### src/rtl/loader_pkg.sv
// Shared op codes, FSM state encoding and header field positions for program_loader.
package loader_pkg;

    typedef enum logic [1:0] {
        OP_LOAD_IMEM = 2'b00,
        OP_LOAD_DMEM = 2'b01,
        OP_RUN       = 2'b10,
        OP_HALT      = 2'b11
    } op_e;

    typedef enum logic [2:0] {
        ST_IDLE    = 3'd0,
        ST_LD_I    = 3'd1,
        ST_LD_D_LO = 3'd2,
        ST_LD_D_HI = 3'd3,
        ST_CHK     = 3'd4,
        ST_DROP    = 3'd5
    } state_e;

    localparam int HDR_OP_MSB   = 31;
    localparam int HDR_OP_LSB   = 30;
    localparam int HDR_BASE_MSB = 29;
    localparam int HDR_BASE_LSB = 16;
    localparam int HDR_CNT_MSB  = 15;
    localparam int HDR_CNT_LSB  = 0;
    localparam int BASE_W       = HDR_BASE_MSB - HDR_BASE_LSB + 1;
    localparam int CNT_W        = HDR_CNT_MSB - HDR_CNT_LSB + 1;

endpackage

### src/rtl/program_loader.sv
// Boot loader: decodes framed commands from a 32-bit stream into imem/dmem writes and core run control.
// Optional build macro LOADER_CHECKSUM_EN adds a per-frame trailer word checked against the payload sum.
module program_loader
    import loader_pkg::*;
#(
    parameter int IMEM_AW = 9,
    parameter int DMEM_AW = 10
) (
    input  logic        clk,
    input  logic        srst,
    input  logic        s_valid,
    input  logic [31:0] s_data,
    output logic        s_ready,
    output logic [63:0] addr_ext,
    output logic        wen_ext,
    output logic        ren_ext,
    output logic [31:0] wdata_ext,
    output logic [63:0] addr_ext_2,
    output logic        wen_ext_2,
    output logic        ren_ext_2,
    output logic [63:0] wdata_ext_2,
    output logic        cpu_enable,
    output logic        busy,
    output logic        error
);

    localparam logic [17:0] IMEM_DEPTH = 18'd1 << IMEM_AW;
    localparam logic [17:0] DMEM_DEPTH = 18'd1 << DMEM_AW;

`ifdef LOADER_CHECKSUM_EN
    localparam state_e ST_END   = ST_CHK;
    localparam logic   END_BUSY = 1'b1;
`else
    localparam state_e ST_END   = ST_IDLE;
    localparam logic   END_BUSY = 1'b0;
`endif

    state_e              state_r;
    logic [BASE_W-1:0]   idx_r;
    logic [CNT_W:0]      cnt_r;
    logic [31:0]         lo_r;

    op_e                 hdr_op_s;
    logic [BASE_W-1:0]   hdr_base_s;
    logic [CNT_W-1:0]    hdr_cnt_s;
    logic                hdr_is_d_s;
    logic [17:0]         hdr_sum_s;
    logic                hdr_oor_s;
    logic                cnt_last_s;

    assign hdr_op_s   = op_e'(s_data[HDR_OP_MSB:HDR_OP_LSB]);
    assign hdr_base_s = s_data[HDR_BASE_MSB:HDR_BASE_LSB];
    assign hdr_cnt_s  = s_data[HDR_CNT_MSB:HDR_CNT_LSB];
    assign hdr_is_d_s = (hdr_op_s == OP_LOAD_DMEM);
    // Range check is done on the full unwrapped sum so a frame can never alias back to low addresses
    assign hdr_sum_s  = {4'd0, hdr_base_s} + {2'd0, hdr_cnt_s};
    assign hdr_oor_s  = hdr_sum_s > (hdr_is_d_s ? DMEM_DEPTH : IMEM_DEPTH);
    assign cnt_last_s = (cnt_r == 17'd1);

    assign s_ready   = 1'b1;
    assign ren_ext   = 1'b0;
    assign ren_ext_2 = 1'b0;

`ifdef LOADER_CHECKSUM_EN
    logic [31:0] sum_r;
    logic        skip_r;
    logic        chk_bad_s;

    // Accumulate payload words of the current frame; dropped frames skip the trailer compare
    always_ff @(posedge clk) begin
        if (srst) begin
            sum_r  <= 32'd0;
            skip_r <= 1'b0;
        end else if (s_valid) begin
            case (state_r)
                ST_IDLE: begin
                    sum_r  <= 32'd0;
                    skip_r <= hdr_oor_s;
                end
                ST_LD_I, ST_LD_D_LO, ST_LD_D_HI: sum_r <= sum_r + s_data;
                default: sum_r <= sum_r;
            endcase
        end
    end

    assign chk_bad_s = !skip_r && (s_data != sum_r);
`endif

    // Frame decode, write issue and run-enable sequencing
    always_ff @(posedge clk) begin
        if (srst) begin
            state_r     <= ST_IDLE;
            idx_r       <= 14'd0;
            cnt_r       <= 17'd0;
            lo_r        <= 32'd0;
            addr_ext    <= 64'd0;
            wen_ext     <= 1'b0;
            wdata_ext   <= 32'd0;
            addr_ext_2  <= 64'd0;
            wen_ext_2   <= 1'b0;
            wdata_ext_2 <= 64'd0;
            cpu_enable  <= 1'b0;
            busy        <= 1'b0;
            error       <= 1'b0;
        end else begin
            wen_ext   <= 1'b0;
            wen_ext_2 <= 1'b0;
            if (s_valid) begin
                case (state_r)
                    ST_IDLE: begin
                        case (hdr_op_s)
                            OP_LOAD_IMEM, OP_LOAD_DMEM: begin
                                cpu_enable <= 1'b0;
                                idx_r      <= hdr_base_s;
                                error      <= error | hdr_oor_s;
                                if (hdr_cnt_s == 16'd0) begin
                                    state_r <= ST_END;
                                    busy    <= END_BUSY;
                                end else if (hdr_oor_s) begin
                                    state_r <= ST_DROP;
                                    busy    <= 1'b1;
                                    cnt_r   <= hdr_is_d_s ? {hdr_cnt_s, 1'b0} : {1'b0, hdr_cnt_s};
                                end else begin
                                    state_r <= hdr_is_d_s ? ST_LD_D_LO : ST_LD_I;
                                    busy    <= 1'b1;
                                    cnt_r   <= {1'b0, hdr_cnt_s};
                                end
                            end
                            OP_RUN:  cpu_enable <= cpu_enable | ~error;
                            OP_HALT: cpu_enable <= 1'b0;
                            default: cpu_enable <= cpu_enable;
                        endcase
                    end
                    ST_LD_I: begin
                        wen_ext   <= 1'b1;
                        addr_ext  <= {48'd0, idx_r, 2'b00};
                        wdata_ext <= s_data;
                        idx_r     <= idx_r + 14'd1;
                        cnt_r     <= cnt_r - 17'd1;
                        if (cnt_last_s) begin
                            state_r <= ST_END;
                            busy    <= END_BUSY;
                        end
                    end
                    ST_LD_D_LO: begin
                        lo_r    <= s_data;
                        state_r <= ST_LD_D_HI;
                    end
                    ST_LD_D_HI: begin
                        wen_ext_2   <= 1'b1;
                        addr_ext_2  <= {47'd0, idx_r, 3'b000};
                        wdata_ext_2 <= {s_data, lo_r};
                        idx_r       <= idx_r + 14'd1;
                        cnt_r       <= cnt_r - 17'd1;
                        if (cnt_last_s) begin
                            state_r <= ST_END;
                            busy    <= END_BUSY;
                        end else begin
                            state_r <= ST_LD_D_LO;
                        end
                    end
                    ST_DROP: begin
                        cnt_r <= cnt_r - 17'd1;
                        if (cnt_last_s) begin
                            state_r <= ST_END;
                            busy    <= END_BUSY;
                        end
                    end
`ifdef LOADER_CHECKSUM_EN
                    ST_CHK: begin
                        error   <= error | chk_bad_s;
                        state_r <= ST_IDLE;
                        busy    <= 1'b0;
                    end
`endif
                    default: begin
                        state_r <= ST_IDLE;
                        busy    <= 1'b0;
                    end
                endcase
            end
        end
    end

endmodule

### config.mk
export PLATFORM = sky130hd
export DESIGN_NAME = program_loader
export DESIGN_NICKNAME = d
export VERILOG_FILES = /design/src/rtl/loader_pkg.sv /design/src/rtl/program_loader.sv
export SDC_FILE = /design/constraint.sdc
export NUM_CORES = 1
export LEC_CHECK = 0
export CORE_MARGIN = 5
export CORE_UTILIZATION = 48
export CTS_CLUSTER_DIAMETER = 50
export CTS_CLUSTER_SIZE = 40
export DETAILED_ROUTE_END_ITERATION = 8
export PLACE_DENSITY = 0.93
export RECOVER_POWER = 25
export SLEW_MARGIN = 40
export SYNTH_ARGS = -nofsm -noshare
export SYNTH_HDL_FRONTEND = slang
export SYNTH_SLANG_ARGS = --single-unit
### constraint.sdc
create_clock -name clk -period 4.4 [get_ports clk]
set_input_delay 0.66 -clock clk [delete_from_list [all_inputs] [get_ports clk]]
set_output_delay 0.66 -clock clk [all_outputs]
set_load 0.01 [all_outputs]
# ---- Yosys cells after proc, flatten, opt, wreduce, memory -nomap -nowiden
# Index checks and enable logic that the tools add are counted.
dict set report classes {
  mul 0
  n_shift 0
  div_mod_pow 0
  n_eq_ne 12
  n_lt_le_gt_ge 1
  bitwise_logic 5
  reduce_logical 20
  muxes 22
  addsub 3
}
# operator count
set op_table {}
lappend op_table {{2-to-1 mux 17 bit} 4}
lappend op_table {{case mux 17 bit (2 select lines)} 1}
lappend op_table {{case mux 14 bit (2 select lines)} 1}
lappend op_table {{adder 14 x 16 -> 17 bit} 1}
lappend op_table {{== test 17 x 1 -> 1 bit, second input constant} 1}
lappend op_table {{> comparator 17 x 11 -> 1 bit} 1}
lappend op_table {{subtractor 17 x 1 -> 17 bit, second input constant} 1}
lappend op_table {{logical NOT 16 bit} 1}
lappend op_table {{adder 14 x 1 -> 14 bit, second input constant} 1}
lappend op_table {{2-to-1 mux 14 bit} 1}
lappend op_table {{2-to-1 mux 3 bit} 4}
lappend op_table {{case mux 3 bit (4 select lines)} 1}
lappend op_table {{2-to-1 mux 11 bit} 1}
lappend op_table {{AND reduction 3 bit} 3}
lappend op_table {{AND reduction 2 bit} 4}
lappend op_table {{AND reduction 4 bit} 2}
lappend op_table {{OR reduction 2 bit} 4}
lappend op_table {{== test 3 x 2 -> 1 bit, second input constant} 2}
lappend op_table {{inequality test 2 x 1 -> 1 bit, second input constant} 3}
lappend op_table {{OR reduction 3 bit} 2}
lappend op_table {{2-to-1 mux 1 bit} 5}
lappend op_table {{== test 2 bit, second input constant} 2}
lappend op_table {{2-to-1 mux 2 bit} 2}
lappend op_table {{nonzero test 2 bit} 2}
lappend op_table {{10 further kinds} 13}
dict set report word_totals {
  latch_bits 0
  out_inout_bits 232
  inputBits 35
  reg_bits 195
  memories 0
  rom_bits 0
  ram_bits 0
  elab_cells 76
}

# ---- Longest topological paths before layout
dict set report logic_depth {
  depth_word 7
  ltp_mapped 18
  mapped_depth_nobuf 16
}

# ---- Worst setup path before layout
# OpenSTA, ideal clock, no wires.
dict set report synth_timing {
  path_type {input to register}
  from {input s_data[0]}
  to {register cnt_r[3]}
  t_arrival_ns 3.776
  cell_stages 16
  setup_time_ns 0.103
  path_buffers 1
  slack_ns 0.521
  required_ns 4.297
  cell_sequence {ha_1 -> fa_1 -> a211oi_2 -> o31ai_4 -> a21oi_1 -> xnor2_1 -> ha_1 -> and3_1 -> o2111ai_1 -> nor4_1 -> o2111ai_1 -> a211oi_2 -> a31oi_2 -> buf_6 -> mux2i_1 -> a2111oi_2}
}
dict set report synth_between {
  elab_chain_len 6
  word_cells_on_any_way 9
  cone_classes {1 x add/sub; 1 x order compare; 1 x eq/ne; 4 x mux; 2 x reduce/logical}
}
# item line
set synth_lines {}
lappend synth_lines {{start: declaration} program_loader.sv:12} ;# input logic [31:0] s_data,
lappend synth_lines {{adder 14 x 16 -> 17 bit} program_loader.sv:56} ;# assign hdr_sum_s = {4'd0, hdr_base_s} + {2'd0, hdr_cnt_s};
lappend synth_lines {{> comparator 17 x 11 -> 1 bit} program_loader.sv:57} ;# assign hdr_oor_s = hdr_sum_s > (hdr_is_d_s ? DMEM_DEPTH : IMEM_DEPTH);
lappend synth_lines {{2-to-1 mux 17 bit} program_loader.sv:119} ;# end else if (hdr_oor_s) begin
lappend synth_lines {{2-to-1 mux 17 bit} program_loader.sv:116} ;# if (hdr_cnt_s == 16'd0) begin
lappend synth_lines {{2-to-1 mux 17 bit} program_loader.sv:111} ;# case (hdr_op_s)
lappend synth_lines {{case mux 17 bit (2 select lines)} program_loader.sv:109} ;# case (state_r)
lappend synth_lines {{end signal: assignment} program_loader.sv:122} ;# cnt_r <= hdr_is_d_s ? {hdr_cnt_s, 1'b0} : {1'b0, hdr_cnt_s};
lappend synth_lines {{end signal: assignment} program_loader.sv:126} ;# cnt_r <= {1'b0, hdr_cnt_s};
lappend synth_lines {{end signal: assignment} program_loader.sv:139} ;# cnt_r <= cnt_r - 17'd1;
lappend synth_lines {{end: declaration} program_loader.sv:40} ;# logic [CNT_W:0] cnt_r;
# Several ways; a longest one is shown, not always the timed one. The select of a mux whose other input is x is not followed.
# A chain may end at the register's enable or synchronous reset.

# ---- Worst setup path after layout
dict set report layout_timing {
  from {input s_data[0]}
  to {register cnt_r[4]}
}
# Same word-level chain as after synthesis.

==> results.json <==
{
  "status": "finished clean",
  "grt_pass1_wl_um": 45220,
  "clockBufferDepth": 2,
  "peakVddDrop_mv": 0.2703,
  "cts_buffers": 17,
  "portBuffers": 163,
  "synth_area_mm2": 0.009319,
  "p_switching_mw": 1.182,
  "clock_sinks": 195,
  "core_mm2": 0.01927,
  "finalClockSkew_ps": 9.588,
  "htreeDepth": 4,
  "cts_setup_buffers": 0,
  "pre_cts_slack_ps": -259.6,
  "post_cts_resized": 0,
  "tritoncts": "done",
  "slew_headroom": 0.5004,
  "drtIter0Drc": 958,
  "power.leakage_nw": 4.476,
  "grtUsageTotal": 0.2556,
  "async_flop_share": 0,
  "clk_latency_ps": 440,
  "wire_per_inst_um": 17.69,
  "switching_share": 0.2795,
  "synth_area_leaders": "dfxtp_1, nand2_1, a21oi_1",
  "setup_viol": 0,
  "final_common_cell": "nand2_1",
  "seq_power_share": 0.443,
  "period_needed_ps": 4223,
  "arrival_ps": 4520,
  "drc": 0,
  "synthFlopType": "dfxtp_1",
  "grt_setup_unrepaired": "no",
  "path_cells": "clkdlybuf4s50_1 > ha_1 > fa_1 > a211oi_2 > o31ai_4 > a21oi_1 > xnor2_1 > ha_1 > and3_1 > o2111ai_1 > nor4_1 > o2111ai_1 > a211oi_2 > a31oi_2 > buf_4 > mux2i_1 > o22ai_1",
  "ant_nets": 0,
  "start_kind": "input port",
  "start_util": 0.4836,
  "finalHoldViolCount": 0,
  "netlist.area_leader.share": 0.4189,
  "drv_slew": 0,
  "crit_path_end_kind": "flip-flop",
  "pwr-share-comb": 0.146,
  "syn_inst": 1230,
  "io_pins": 267,
  "yosys.area.top_type": "dfxtp_1",
  "clkPwrFrac": 0.411,
  "p_total_mw": 4.229,
  "finalCritPeriodShare": 0.9598,
  "place.gp.congestion": 0.9300,
  "max_stage_delay_ps": 540,
  "fp.dieH_um": 149.3,
  "die_area_mm2": 0.02230,
  "worst_pin_slew_ps": 749.5,
  "critPathRequiredTime_ps": 4700,
  "synth_edf_count": 0,
  "dr.pass1.iters": 5,
  "grt-ovfl-total": 0,
  "cpMaxStageDelayCell": "clkdlybuf4s50_1",
  "drv_cap": 0,
  "antenna_found_initial": 0,
  "holdWs_ps": 452.5,
  "synth_seq_area_share": 0.4189,
  "finalWorstSetupSlack_ps": 177.0,
  "die_w_um": 149.3,
  "synth.ff_latch_count": 195,
  "fmax_ghz": 0.2368,
  "nNetsFinal": 1433,
  "p_int_mw": 3.047,
  "areaGrowthSynthToFinish_pct": 25.03,
  "grt_max_degree": 118,
  "drive_gt1_frac": 0.07261,
  "ys_warn_count": 0,
  "avgSynthCellArea_um2": 7.576,
  "root_buffer": "clkbuf_16",
  "wirelength_um": 29300,
  "n_antenna_cell": 0,
  "vias": 9089,
  "pwr_density_cell_mw_per_mm2": 362.9,
  "final_cell_mix": "nand2_1, a21oi_1, dfxtp_1, conb_1, clkdlybuf4s50_1",
  "dp_hpwl_um": 20550,
  "path_max_fanout": 18,
  "hold_buffers": 0,
  "rows": 51,
  "ys_types": 61,
  "path_clk_slew_ps": 80,
  "grt_pass1_vias": 8603,
  "hp-class": "reg -> reg",
  "via_per_inst": 5.489,
  "criticalPathCategory": "in -> reg"
}
[per-stage QoR]
| step | util | TNS, ps | std cells | instance area (um^2) |
|---|---|---|---|---|
| CTS | 0.6045 | 0 | 1656 | 11650 |
| global route | 0.6046 | 0 | 1656 | 11650 |
| detailed placement | 0.5697 | -3323 | 1624 | 10980 |
| global placement | 0.5696 | -1418 | 1624 | 10980 |
| finish | 0.6046 | 0 | 1656 | 11650 |
| floorplan | - | 0 | 1331 | 9698 |
[cell usage after synthesis, drive strengths merged (5+ instances only)]
library cell,number
dfxtp,195
o21ai,36
clkbuf,74
a211oi,14
o22ai,14
mux2i,11
nand2,360
nor3,14
nor4,12
inv,9
a21oi,203
xnor2,5
a31oi,5
buf,109
nand2b,5
ha,19
nor2,48
o21a,6
and3,8
nand3b,9
nand3,17
[logic make-up (layout without fill, tap and decap cells)]
family | count (synthesis) | count (layout) | share of synthesized area
other cells | 2 | 103 | 0.0008059
buf+inv | 192 | 252 | 0.1208
flops | 195 | 195 | 0.4189
mux | 12 | 12 | 0.01302
compound gates | 306 | 306 | 0.1873
xor+xnor | 8 | 8 | 0.007519
fa+ha+maj | 20 | 20 | 0.02766
simple gates | 495 | 495 | 0.2240
[layer usage]
metal	vias to the layer above	routed length, um	track usage	share of wire
met3	70	3148	0.07353	0.11
li1	4235	-	-	-
met2	537	14120	0.4234	0.48
met1	4247	11110	0.3175	0.38
met4	0	922	0.09336	0.031
met5	-	0	0	0
[worst paths after layout]
| check | startpoint | to | slack, ps | cells past startpoint |
|---|---|---|---|---|
| min reg2reg | lo_r[29]$_SDFFE_PP0P_ | wdata_ext_2[29]$_SDFFE_PP0P_ | 450 | 2 |
| max reg2reg | state_r[0]$_SDFFE_PP0P_ | cnt_r[7]$_SDFFE_PP0P_ | 1850 | 6 |
| max | s_data[0] | cnt_r[4]$_SDFFE_PP0P_ | 180 | 17 |
| min | lo_r[29]$_SDFFE_PP0P_ | wdata_ext_2[29]$_SDFFE_PP0P_ | 450 | 2 |
[worst max-delay path, delay by kind of cell]
family	cells	cell delay [ps]
xor gates and xnor gates	1	90
buffers and inverters	2	780
adders and majority gates	3	990
and+or+nand+nor	2	370
AOI/OAI and AO/OA	8	1410
muxes	1	210
[state kept, by name, indices dropped and copies added (netlist names)]
| name | cells |
|---|---|
| wdata_ext_2 | 64 |
| addr_ext | 14 |
| cnt_r | 17 |
| busy | 1 |
| cpu_enable | 1 |
| lo_r | 32 |
| error | 1 |
| addr_ext_2 | 14 |
| wen_ext | 1 |
| wen_ext_2 | 1 |
| wdata_ext | 32 |
| state_r | 3 |
| idx_r | 14 |
[cell type report]
type,count,area (um^2)
flip-flops and latches,195,3904
clock buffers,19,452.9
multi-input cells,944,4695
fillers,1683,7620
inverters,9,33.78
repair buffers,211,2018
clock inverters,13,216.5
well taps,265,331.6
[power groups by stage]
stage / Sequential (mW) / Clock, mW / Combinational [mW]
final: 1.87 / 1.74 / 0.619
after global routing: 1.88 / 1.84 / 0.676
after CTS: 1.87 / 1.75 / 0.610
after detailed placement: 1.91 / 0 / 0.605
after global placement: 1.91 / 0 / 0.594
after floorplan: 1.89 / 0 / 0.456
No activity file was read; power rests on OpenSTA's default activity.
